### src/rtl/bdd_sbox_pkg.sv
// Shared types and defaults for the dual-rail BDD S-box lookup controller.
package bdd_sbox_pkg;

  typedef enum logic [1:0] {
    ST_IDLE  = 2'd0,
    ST_PRECH = 2'd1,
    ST_EVAL  = 2'd2,
    ST_RESP  = 2'd3
  } state_t;

  localparam int PRE_CYCLES_DEF  = 2;
  localparam int EVAL_CYCLES_DEF = 3;

  localparam int                CNT_W   = 4;
  localparam logic [CNT_W-1:0]  CNT_ONE = CNT_W'(1);

endpackage

### src/rtl/bdd_phase_cnt.sv
// Phase down-counter: loads a length, counts down to zero without wrapping,
// and flags the last cycle of the phase (count == 1).
module bdd_phase_cnt
  import bdd_sbox_pkg::*;
(
  input  logic             clk,
  input  logic             rst,
  input  logic             load,
  input  logic [CNT_W-1:0] load_val,
  input  logic             dec,
  output logic             done
);

  logic [CNT_W-1:0] cnt;

  always_ff @(posedge clk) begin
    if (rst) begin
      cnt <= '0;
    end else if (load) begin
      cnt <= load_val;
    end else if (dec && (cnt != '0)) begin
      cnt <= cnt - CNT_ONE;
    end
  end

  assign done = (cnt == CNT_ONE);

endmodule

### src/rtl/bdd_sbox_ctrl.sv
// Precharge/evaluate sequencer for a dual-rail BDD S-box MUX array.
// Define BDD_SBOX_CTRL_RETRY_EN to retry one lookup after a dual-rail violation.
//
// state    | meaning
// IDLE     | waiting for a lookup request (in_ready high)
// PRECH    | all pass gates off, rails precharging
// EVAL     | selects driven from latched data, rails evaluating
// RESP     | result held until the consumer accepts it
module bdd_sbox_ctrl
  import bdd_sbox_pkg::*;
#(
  parameter int N_IN        = 4,
  parameter int N_OUT       = 4,
  parameter int PRE_CYCLES  = PRE_CYCLES_DEF,
  parameter int EVAL_CYCLES = EVAL_CYCLES_DEF
) (
  input  logic             clk,
  input  logic             rst,
  input  logic             in_valid,
  output logic             in_ready,
  input  logic [N_IN-1:0]  in_data,
  output logic [N_IN-1:0]  select,
  output logic [N_IN-1:0]  selectBar,
  output logic             pre,
  input  logic [N_OUT-1:0] u_out,
  input  logic [N_OUT-1:0] c_out,
  output logic             out_valid,
  input  logic             out_ready,
  output logic [N_OUT-1:0] out_data,
  output logic             out_err
);

  localparam logic [CNT_W-1:0] PRE_LD  = CNT_W'(PRE_CYCLES);
  localparam logic [CNT_W-1:0] EVAL_LD = CNT_W'(EVAL_CYCLES);

  state_t           state;
  logic [N_IN-1:0]  data_q;
  logic             cnt_load;
  logic [CNT_W-1:0] cnt_val;
  logic             cnt_dec;
  logic             cnt_done;
  logic             viol;
  logic             retry_now;

  // A slice is broken when both rails agree after evaluation.
  assign viol = |(~(u_out ^ c_out));

`ifdef BDD_SBOX_CTRL_RETRY_EN
  logic retried;
  assign retry_now = viol && !retried;
`else
  assign retry_now = 1'b0;
`endif

  assign cnt_dec = (state == ST_PRECH) || (state == ST_EVAL);

  always_comb begin
    cnt_load = 1'b0;
    cnt_val  = '0;
    unique case (state)
      ST_IDLE: if (in_valid && in_ready) begin
        cnt_load = 1'b1;
        cnt_val  = PRE_LD;
      end
      ST_PRECH: if (cnt_done) begin
        cnt_load = 1'b1;
        cnt_val  = EVAL_LD;
      end
      ST_EVAL: if (cnt_done) begin
        cnt_load = 1'b1;
        cnt_val  = retry_now ? PRE_LD : '0;
      end
      ST_RESP: if (out_valid && out_ready) begin
        cnt_load = 1'b1;
        cnt_val  = '0;
      end
    endcase
  end

  bdd_phase_cnt u_phase_cnt (
    .clk      (clk),
    .rst      (rst),
    .load     (cnt_load),
    .load_val (cnt_val),
    .dec      (cnt_dec),
    .done     (cnt_done)
  );

  always_ff @(posedge clk) begin
    if (rst) begin
      state     <= ST_IDLE;
      data_q    <= '0;
      pre       <= 1'b0;
      select    <= '0;
      selectBar <= '0;
      in_ready  <= 1'b0;
      out_valid <= 1'b0;
      out_data  <= '0;
      out_err   <= 1'b0;
`ifdef BDD_SBOX_CTRL_RETRY_EN
      retried   <= 1'b0;
`endif
    end else begin
      unique case (state)
        ST_IDLE: begin
          in_ready <= 1'b1;
          if (in_valid && in_ready) begin
            data_q   <= in_data;
            in_ready <= 1'b0;
            state    <= ST_PRECH;
`ifdef BDD_SBOX_CTRL_RETRY_EN
            retried  <= 1'b0;
`endif
          end
        end
        ST_PRECH: begin
          if (cnt_done) begin
            pre       <= 1'b1;
            select    <= data_q;
            selectBar <= ~data_q;
            state     <= ST_EVAL;
          end
        end
        ST_EVAL: begin
          if (cnt_done) begin
            pre       <= 1'b0;
            select    <= '0;
            selectBar <= '0;
            if (retry_now) begin
              state   <= ST_PRECH;
`ifdef BDD_SBOX_CTRL_RETRY_EN
              retried <= 1'b1;
`endif
            end else begin
              out_valid <= 1'b1;
              out_data  <= u_out;
              out_err   <= viol;
              state     <= ST_RESP;
            end
          end
        end
        ST_RESP: begin
          if (out_valid && out_ready) begin
            out_valid <= 1'b0;
            in_ready  <= 1'b1;
            state     <= ST_IDLE;
          end
        end
      endcase
    end
  end

endmodule

### config.mk
export PLATFORM = sky130hd
export DESIGN_NAME = bdd_sbox_ctrl
export DESIGN_NICKNAME = d
export VERILOG_FILES = /design/src/rtl/bdd_sbox_pkg.sv /design/src/rtl/bdd_phase_cnt.sv /design/src/rtl/bdd_sbox_ctrl.sv
export SDC_FILE = /design/constraint.sdc
export NUM_CORES = 1
export LEC_CHECK = 0
export CORE_MARGIN = 5
export CORE_UTILIZATION = 44
export DETAILED_ROUTE_END_ITERATION = 10
export MAX_ROUTING_LAYER = met4
export PLACE_DENSITY = 0.76
export SETUP_SLACK_MARGIN = 0.2
export SYNTH_ARGS = -nofsm -noshare
export SYNTH_HDL_FRONTEND = slang
export SYNTH_HIERARCHICAL = 1
export SYNTH_SLANG_ARGS = --single-unit
### constraint.sdc
create_clock -name clk -period 2.42 [get_ports clk]
set_input_delay 0.484 -clock clk [delete_from_list [all_inputs] [get_ports clk]]
set_output_delay 0.484 -clock clk [all_outputs]
set_load 0.005 [all_outputs]
# After elaboration in Yosys (flattened, before gate mapping)
# Cells that the tools add are included.
op_classes:
  mux: 27
  n_addsub: 1
  n_eq_ne: 8
  bitwise: 3
  n_reduce_logical: 19
ops:
  columns: ["op", "count"]
  rows:
  - ["two-way mux 4 bit", 5]
  - ["one-hot mux 4 bit (2 select lines)", 2]
  - ["two-way mux 2 bit", 6]
  - ["one-hot mux 4 bit (3 select lines)", 1]
  - ["two-way mux 1 bit", 8]
  - ["!= test 2 bit, second input constant", 4]
  - ["inverter 4 bit", 2]
  - ["one-hot mux 2 bit (4 select lines)", 1]
  - ["nonzero test 2 bit", 4]
  - ["one-hot mux 1 bit (2 select lines)", 3]
  - ["AND reduction 2 bit", 3]
  - ["AND reduction 3 bit", 2]
  - ["== test 2 bit, second input constant", 2]
  - ["== test 4 x 1 -> 1 bit, second input constant", 1]
  - ["AND reduction 4 bit", 1]
  - ["nonzero test 4 bit", 1]
  - ["OR reduction 2 bit", 2]
  - ["OR reduction 4 bit", 1]
  - ["subtractor 4 x 1 -> 4 bit, second input constant", 1]
  - ["XOR 4 bit", 1]
  - ["logical AND 1 bit", 3]
  - ["one-hot mux 1 bit (3 select lines)", 1]
  - ["== test 2 x 1 -> 1 bit, second input constant", 1]
  - ["zero test 2 bit", 1]
  - ["logical OR 1 bit", 1]
totals:
  register_bits: 26
  word_cells: 68

# Logic depth before layout (Yosys ltp)
# Gate-level depths: netlist of the first run.
logic_depth:
  ltp_word: 5
  ltp_mapped: 10
  mapped_depth_nobuf: 8

# Cells and area by module
# The synthesis of the first run kept the hierarchy.
modules_own_cells:
  columns: ["module", "area_each_um2", "cells_each", "n_inst", "seq_area_each_um2"]
  rows:
  - ["bdd_sbox_ctrl", 1071.0, 120, 1, 440.4]
  - ["bdd_phase_cnt", 286.5, 33, 1, 80.1]

# Worst setup path after synthesis of the first run
# Ideal clock, no wire load.
synth_timing:
  kind: "register -> register"
  start: "reg state[1]"
  end: "reg u_phase_cnt.cnt[0]"
  t_required_ps: 2293
  arrival_time_ps: 2117
  path_stages_with_launch: 10
  setup_slack_ps: 176
  path_cell_list: "dfxtp_1 > inv_1 > ha_1 > buf_6 > a21oi_1 > o21ai_0 > clkbuf_1 > nor3_1 > and3_1 > or3_1"
synth_between:
  elab_chain_len: 4
  elab_cells_between_ends: 12
  classes_between: "eq/ne: 3; mux: 3; reduce/logical: 6"
synth_lines:
  columns: ["item", "line_no", "rtl"]
  rows:
  - ["from (decl)", "bdd_sbox_ctrl.sv:36", "state_t state;"]
  - ["from (signal assigned)", "bdd_sbox_ctrl.sv:91", "state <= ST_IDLE;"]
  - ["from (signal assigned)", "bdd_sbox_ctrl.sv:110", "state <= ST_PRECH;"]
  - ["from (signal assigned)", "bdd_sbox_ctrl.sv:121", "state <= ST_EVAL;"]
  - ["== test 2 x 1 -> 1 bit / == test 2 bit (equally long branches)", "bdd_sbox_ctrl.sv:55", "assign cnt_dec = (state == ST_PRECH) || (state == ST_EVAL);"]
  - ["logical OR 1 bit (*)", "bdd_sbox_ctrl.sv:55", null]
  - ["named net cnt_dec", "bdd_sbox_ctrl.sv:40", "logic cnt_dec;"]
  - ["logical AND 1 bit (*)", "bdd_phase_cnt.sv:21", "end else if (dec && (cnt != '0)) begin"]
  - ["nonzero test 2 bit (no line) (*)", null, null]
  - ["to (signal assigned)", "bdd_phase_cnt.sv:20", "cnt <= load_val;"]
  - ["to (signal assigned)", "bdd_phase_cnt.sv:22", "cnt <= cnt - CNT_ONE;"]
  - ["to (decl)", "bdd_phase_cnt.sv:14", "logic [CNT_W-1:0] cnt;"]
# The timed path passes the listed nets; every way through them passes the cells marked *. The select of a mux whose other input is x is not followed.
# A chain may end at the register's enable or synchronous reset.

# Final worst setup path of the first run
layout_timing:
  start: "reg u_phase_cnt.cnt[1]"
  end: "reg state[0]"
layout_between:
  elab_chain_len: 3
  elab_cells_between_ends: 4
  classes_between: "eq/ne: 3; reduce/logical: 1"
layout_lines:
  columns: ["item", "line_no", "rtl"]
  rows:
  - ["== test 4 x 1 -> 1 bit (*)", "bdd_phase_cnt.sv:26", "assign done = (cnt == CNT_ONE);"]
  - ["named net cnt_done", "bdd_sbox_ctrl.sv:41", "logic cnt_done;"]
  - ["!= test 2 bit (no line)", null, null]
  - ["AND reduction 4 bit (no line) (*)", null, null]
# The timed path passes the listed nets; every way through them passes the cells marked *.

==> results of run 1 <==
==> power by group through the flow <==
| stage | registers, mW | clock network [mW] | logic, mW |
|---|---|---|---|
| 2_1_floorplan | 0.595 | 0 | 0.580 |
| 3_3_place_gp | 0.602 | 0 | 0.774 |
| 3_5_place_dp | 0.608 | 0 | 0.810 |
| 4_1_cts | 0.599 | 0.308 | 0.815 |
| 5_1_grt | 0.612 | 0.327 | 0.907 |
| 6_report | 0.599 | 0.305 | 0.825 |
==> area by class of cell <==
cell class                      count  area share [%]
Inverter                            7           1.639
Clock inverter                      1           1.711
Sequential cell                    26           29.65
Timing Repair Buffer               36           19.81
Multi-Input combinational cell    113           43.55
Tap cell                           33           2.352
Clock buffer                        3           1.283
==> metrics by stage <==
stage          worst slack, ps  std cells  total power [mW]  hold slack (ps)  utilization, %
6_report                 343.9        219             1.729            464.7           58.46
5_1_grt                  219.1        219             1.846            479.5           58.46
3_3_place_gp             247.5        215             1.376            442.2           56.71
4_1_cts                  284.3        219             1.722            466.0           58.46
3_5_place_dp             187.7        215             1.418            446.4           56.71
2_1_floorplan            282.3        154             1.175            452.7               -
==> metal layers <==
metal / part of all wire (%) / track usage, % / vias to the layer above
li1: - / - / 622
met1: 42 / 17.45 / 565
met2: 51 / 29.33 / 38
met3: 5.5 / 2.906 / 4
met4: 1.2 / 5.440 / 0
met5: 0 / - / -
==> flip-flops by register name (all words and copies together), names as in the netlist <==
| register | flops |
|---|---|
| data_q | 4 |
| in_ready | 1 |
| out_data | 4 |
| out_err | 1 |
| out_valid | 1 |
| pre | 1 |
| select | 4 |
| selectBar | 4 |
| state | 2 |
| u_phase_cnt/cnt | 4 |
==> synth_stat cells, drive strengths merged <==
master | count | area share, %
o21bai | 1 | 0.55
nand2b | 1 | 0.46
nor2b | 3 | 1.4
nor3b | 1 | 0.55
nand2 | 12 | 3.3
and3b | 1 | 0.65
clkbuf | 4 | 1.1
a21boi | 2 | 1.1
nor3 | 5 | 1.8
a211oi | 1 | 0.55
or4 | 5 | 2.8
dfxtp | 26 | 38
nand4b | 4 | 2.6
and3 | 2 | 0.92
nor4 | 1 | 0.46
inv | 7 | 2.1
a2111oi | 3 | 2.9
and4b | 1 | 0.74
and4 | 1 | 0.65
nand3 | 6 | 2.2
conb | 1 | 0.28
a311o | 1 | 0.74
ha | 8 | 7.4
o31ai | 1 | 0.55
nor2 | 7 | 1.9
a21oi | 17 | 6.3
o211ai | 1 | 0.55
xor2 | 4 | 2.6
a311oi | 3 | 1.9
o31a | 1 | 0.65
mux2i | 4 | 2.9
buf | 4 | 2.4
or3 | 1 | 0.46
o21ba | 1 | 0.74
a41o | 1 | 0.74
or3b | 1 | 0.83
o21a | 1 | 0.55
o21ai | 9 | 3.3
==> logic make-up (layout without fill, tap and decap cells) <==
logic type / after synthesis / after routing / share of synthesized area (%)
simple gates: 52 / 52 / 21.75
compound gates: 43 / 43 / 21.11
flops: 26 / 26 / 38.34
buf+inv: 15 / 47 / 5.622
fa+ha+maj: 8 / 8 / 7.374
xor+xnor: 4 / 4 / 2.580
mux: 4 / 4 / 2.949
other cells: 1 / 2 / 0.2762
==> worst min-delay path: stages, from the launching register on <==
cell and delay [ps]:
dfxtp_1 340, nand2_1 50, a21oi_1 50
==> what timing repair did <==
item	CTS	global route
setup endpoints to repair	0	3
endpoints found under the hold margin	0	0
resized for setup	0	2
==> worst min-delay path by stage <==
stage | from | endpoint | slack (ps) | depth (start not counted)
3_5_place_dp | out_err | out_err | 450 | 2
5_1_grt | out_err | out_err | 480 | 2
2_1_floorplan | out_data[0] | out_data[0] | 450 | 2
4_1_cts | out_err | out_err | 470 | 2
3_3_place_gp | out_data[3] | out_data[3] | 440 | 2
6_report | out_err | out_err | 460 | 2
==> flow_summary.yaml, run 1 <==
floorplan:
  num_rows: 20
  core_um2: 3003
  die_x_um: 65.55
  dieArea_um2: 4296
  pin_count: 32
  fp.dieH_um: 65.55
  initial_core_util_pct: 45.21
critical_path:
  startpoint_type: "register"
  worstPathBufferInverterCount: 2
  crit_type: "reg2reg"
  rr_worst_depth: 7
  r2r-start: "u_phase_cnt/cnt[1]"
  path_max_fanout: 16
  cp-end-kind: "register"
  r2r-end: "state[0]"
  cpLargestDelayFamily: "simple AND/OR/NAND/NOR gates"
  cp-endpoint: "state[0]"
  critPathArrivalTime_ps: 2340
  slowest_delay_ps: 560
  crit_path_start: "u_phase_cnt/cnt[1]"
  path_depth: 7
  rrSetupSlack_ps: 340
  worstPathCellList: "inv_1 > ha_1 > nor3b_1 > buf_4 > o21ba_2 > or4_1 > a21oi_1"
  cp_slowest_cell: "or4_1"
  cp_data_required_time_ps: 2680
cells_and_area:
  post_route_cells_drive_above_1_share_pct: 7.527
  fin_nets: 211
  most-common-layout-cells: "clkdlybuf4s50_1 (31), dfxtp_1 (26), a21oi_1 (17), nand2_1 (12)"
  syn2layout_area_growth_pct: 29.31
  seq_area_um2: 520.5
  final_common_cell: "clkdlybuf4s50_1"
  post-route-cell-area_um2: 1755
  fillers: 285
  diodes: 0
  multi_input_area_um2: 764.5
power:
  power.share.clock_pct: 17.6
  comb_power_share_pct: 47.7
  seqPwrFrac_pct: 34.7
  internal_power_mw: 1.071
  ir_drop_uv: 379.9
  power_switching_mw: 0.6587
  power_density_nw_per_um2: 985.1
  p_leak_nw: 0.6608
  swShare_pct: 38.09
timing:
  finalMaxSlewViolations: 0
  fin_tns_setup_ps: 0
  setup_viol: 0
  finClkSkew_ps: 8.031
  fin_crit_sh_pct: 85.79
  fmax_ghz: 0.4817
  period_needed_ps: 2076
  rsz0062_at_grt: "no"
  hold_viol: 0
clock_tree:
  clock_path_buffers: 2
  h-tree-depth: 1
  numClockSinks: 26
  clk_latency_ps: 330
  postCtsSetupBuffers: 0
  cts_tree: "done"
  numCtsBuffers: 3
  ctsHoldBuffers: 0
  path_clk_slew_ps: 150
  root_buffer: "clkbuf_4"
global_routing:
  grt_max_degree: 17
  first_global_vias: 1151
  grt_pass1_wl_mm: 5.216
  antenna_found_initial: 0
  overflow: 0
  grtUsageTotal_pct: 16.07
drt:
  vias: 1229
  drc: 0
  drtIter0Drc: 39
  wl_per_cell_um: 14.74
  avgViaCountPerCell: 5.612
  finalWirelength_mm: 3.227
  ant_nets: 0
  drt_pass1_iterations: 4
yosys:
  synth.distinct_cells: 41
  synth_cells: 153
  syn_area_um2: 1358
  yosysSeqAreaShare_pct: 38.34
  synth_warnings: 6
  synth-seq-cells: 26
  syn_area_per_cell_um2: 8.873
placed_design:
  post-dp-hpwl_mm: 2.414
  io_buffers: 31
  placed_cell_area_um2: 1703
  place.gp.congestion: 0.7802
min_path:
  hold_path_class: "reg2reg"
status:
  status: "complete, no violations"
job:
  drv_cap: 0
Power figures use the tool's default switching activity.
==> inputs of run 2 (changes only) <==
ABC_AREA = 1   (was default)
CORE_UTILIZATION = 55   (was 44)
DONT_BUFFER_PORTS = 1   (was default)
PLACE_DENSITY = 0.74   (was 0.76)
SYNTH_HIERARCHICAL = default   (was 1)
==> run 2 against run 1 <==
Net effect: setup slack improved by 470 ps; sequential share of layout area increased by 10 points; critical endpoint unchanged; total power decreased by 17%; non-clock buffer count decreased by 36; critical path type unchanged; highest routed layer unchanged; synthesized area decreased by 8.5%.
==> flow_summary.yaml, run 2 <==
critical_path:
  rr_worst_depth: 7
  cp-endpoint: "state[0]"
  rrSetupSlack_ps: 820
  critPathArrivalTime_ps: 1830
  cp_slowest_cell: "dfxtp_1"
  path_max_fanout: 4
  startpoint_type: "register"
  cp-end-kind: "register"
  r2r-end: "state[0]"
  r2r-start: "state[0]"
  cp_data_required_time_ps: 2650
  worstPathCellList: "inv_1 > ha_1 > or2_4 > nand2_1 > nand3_2 > o21ai_0 > a21oi_1"
  worstPathBufferInverterCount: 1
  cpLargestDelayFamily: "simple AND/OR/NAND/NOR gates"
  crit_path_start: "state[0]"
  crit_type: "reg2reg"
  path_depth: 7
  slowest_delay_ps: 390
clock_tree:
  numCtsBuffers: 3
  numClockSinks: 26
  clk_latency_ps: 320
  root_buffer: "clkbuf_4"
  ctsHoldBuffers: 0
  postCtsSetupBuffers: 0
  cts_resized: 0
  clock_path_buffers: 2
  cts_tree: "done"
  path_clk_slew_ps: 130
  h-tree-depth: 1
cells_and_area:
  diodes: 0
  fin_nets: 188
  post_route_cells_drive_above_1_share_pct: 7.317
  most-common-layout-cells: "nand2_1 (41), dfxtp_1 (26), a21oi_1 (19), inv_1 (17), nor2_1 (14)"
  post-route-cell-area_um2: 1306
  syn2layout_area_growth_pct: 5.136
  final_common_cell: "nand2_1"
drt:
  drc: 0
  vias: 983
  wl_per_cell_um: 12.23
  avgViaCountPerCell: 5.120
  drtIter0Drc: 25
  drt_pass1_iterations: 4
  finalWirelength_mm: 2.348
  ant_nets: 0
yosys:
  syn_area_per_cell_um2: 7.669
  synth_cells: 162
  syn_area_um2: 1242
  yosys.cell_count.top_type: "nand2_1"
  synth-seq-cells: 26
  synth_area_leader_cell: "dfxtp_1"
  synth.top_cells.by_count: "nand2_1 (41), dfxtp_1 (26), a21oi_1 (19)"
  synth_ff_type: "dfxtp_1"
  synth_warnings: 0
  yosysSeqAreaShare_pct: 41.89
  synth_top_area_share_pct: 41.89
  synth-edff-count: 0
  synth_area_leaders: "dfxtp_1 (42%), nand2_1 (12%), a21oi_1 (7.7%)"
  synth.distinct_cells: 22
  synthArstFlopShare_pct: 0
  synth_nets: 185
timing:
  fin_crit_sh_pct: 66.21
  period_needed_ps: 1602
  timing.hold.ws_ps: 208.6
  fin_tns_setup_ps: 0
  hold_viol: 0
  finClkSkew_ps: 1.411
  max_slew_margin_pct: 72.99
  setup_viol: 0
  rsz0062_at_grt: "no"
  finalMaxSlewViolations: 0
  worst_pin_slew_ps: 404.7
  fmax_ghz: 0.6242
  layout_setup_ws_ps: 817.8
placed_design:
  post-place-ws_ps: 833.4
  post-dp-hpwl_mm: 1.792
  place.gp.congestion: 0.7442
  io_buffers: 0
  placed_cell_area_um2: 1270
job:
  drv_cap: 0
global_routing:
  grt_pass1_wl_mm: 3.967
  antenna_found_initial: 0
  grt_max_degree: 16
  first_global_vias: 952
  overflow: 0
  grtUsageTotal_pct: 15.54
status:
  status: "complete, no violations"
min_path:
  hold_path_class: "in2reg"
floorplan:
  initial_core_util_pct: 56.71
  dieArea_um2: 3310
  core_um2: 2191
  num_rows: 17
  die_x_um: 57.53
  pin_count: 32
  fp.dieH_um: 57.53
power:
  p_leak_nw: 0.5524
  ir_drop_uv: 679.4
  power_density_nw_per_um2: 1101
[run 2: cell count changes in the layout (fill, tap and decap cells not counted), moves of 4 or more]
| cell | before | now |
|---|---|---|
| buf_4 | 5 | 0 |
| clkdlybuf4s50_1 | 31 | 0 |
| inv_1 | 6 | 17 |
| mux2i_1 | 4 | 0 |
| nand2_1 | 12 | 41 |
| nand4b_1 | 4 | 0 |
| nor2_1 | 7 | 14 |
| o21ai_0 | 8 | 12 |
| or4_1 | 5 | 0 |
[run 2: worst min path at each step]
stage	start	endpoint	slack, ps	cells after the start
6_report	rst	selectBar[3]	210	1
5_1_grt	rst	select[1]	180	1
4_1_cts	rst	pre	200	1
3_5_place_dp	data_q[1]	select[1]	440	2
3_3_place_gp	data_q[3]	select[3]	440	2
2_1_floorplan	data_q[0]	select[0]	440	2
[run 2: layout make-up]
cell class	count	area, um2
fill	201	884.6
clock buffer	4	36.28
inverter	18	68.82
multi-input combinational	116	645.6
tap	28	35.03
sequential	26	520.5
[run 2: routing by layer]
| layer | up-vias | part of all wire, % | track usage, % | routed length [um] |
|---|---|---|---|---|
| met5 | - | 0 | - | 0 |
| met4 | 0 | 2.0 | 5.960 | 46 |
| met3 | 5 | 8.9 | 4.751 | 208 |
| met2 | 34 | 45 | 25.32 | 1067 |
| met1 | 422 | 44 | 17.71 | 1026 |
| li1 | 522 | - | - | - |
[run 2: worst register-to-register path: stages, from the launching register on]
cell and delay (ps):
dfxtp_1 390, inv_1 90, ha_1 300, or2_4 320, nand2_1 90, nand3_2 90
o21ai_0 180, a21oi_1 60
[run 2: power by group]
part | switching [mW] | internal, mW | total (mW)
clock | 0.126 | 0.0921 | 0.218
combinational | 0.403 | 0.229 | 0.632
sequential | 0.0712 | 0.517 | 0.588
total | 0.601 | 0.838 | 1.44
[run 2: through the flow]
| step | util (%) | power (mW) | std cells |
|---|---|---|---|
| CTS | 59.62 | 1.447 | 192 |
| global placement | 57.97 | 1.208 | 188 |
| detailed placement | 57.97 | 1.229 | 188 |
| finish | 59.62 | 1.439 | 192 |
| global route | 59.62 | 1.568 | 192 |
| floorplan | - | 1.117 | 162 |
[run 2: kinds of logic after synthesis]
| kind of cell | count (synthesis) | share of synthesized area [%] |
|---|---|---|
| simple gates | 70 | 26.99 |
| fa+ha+maj | 7 | 7.049 |
| compound gates | 33 | 13.70 |
| xor+xnor | 6 | 4.230 |
| buf+inv | 20 | 6.143 |
| flops | 26 | 41.89 |
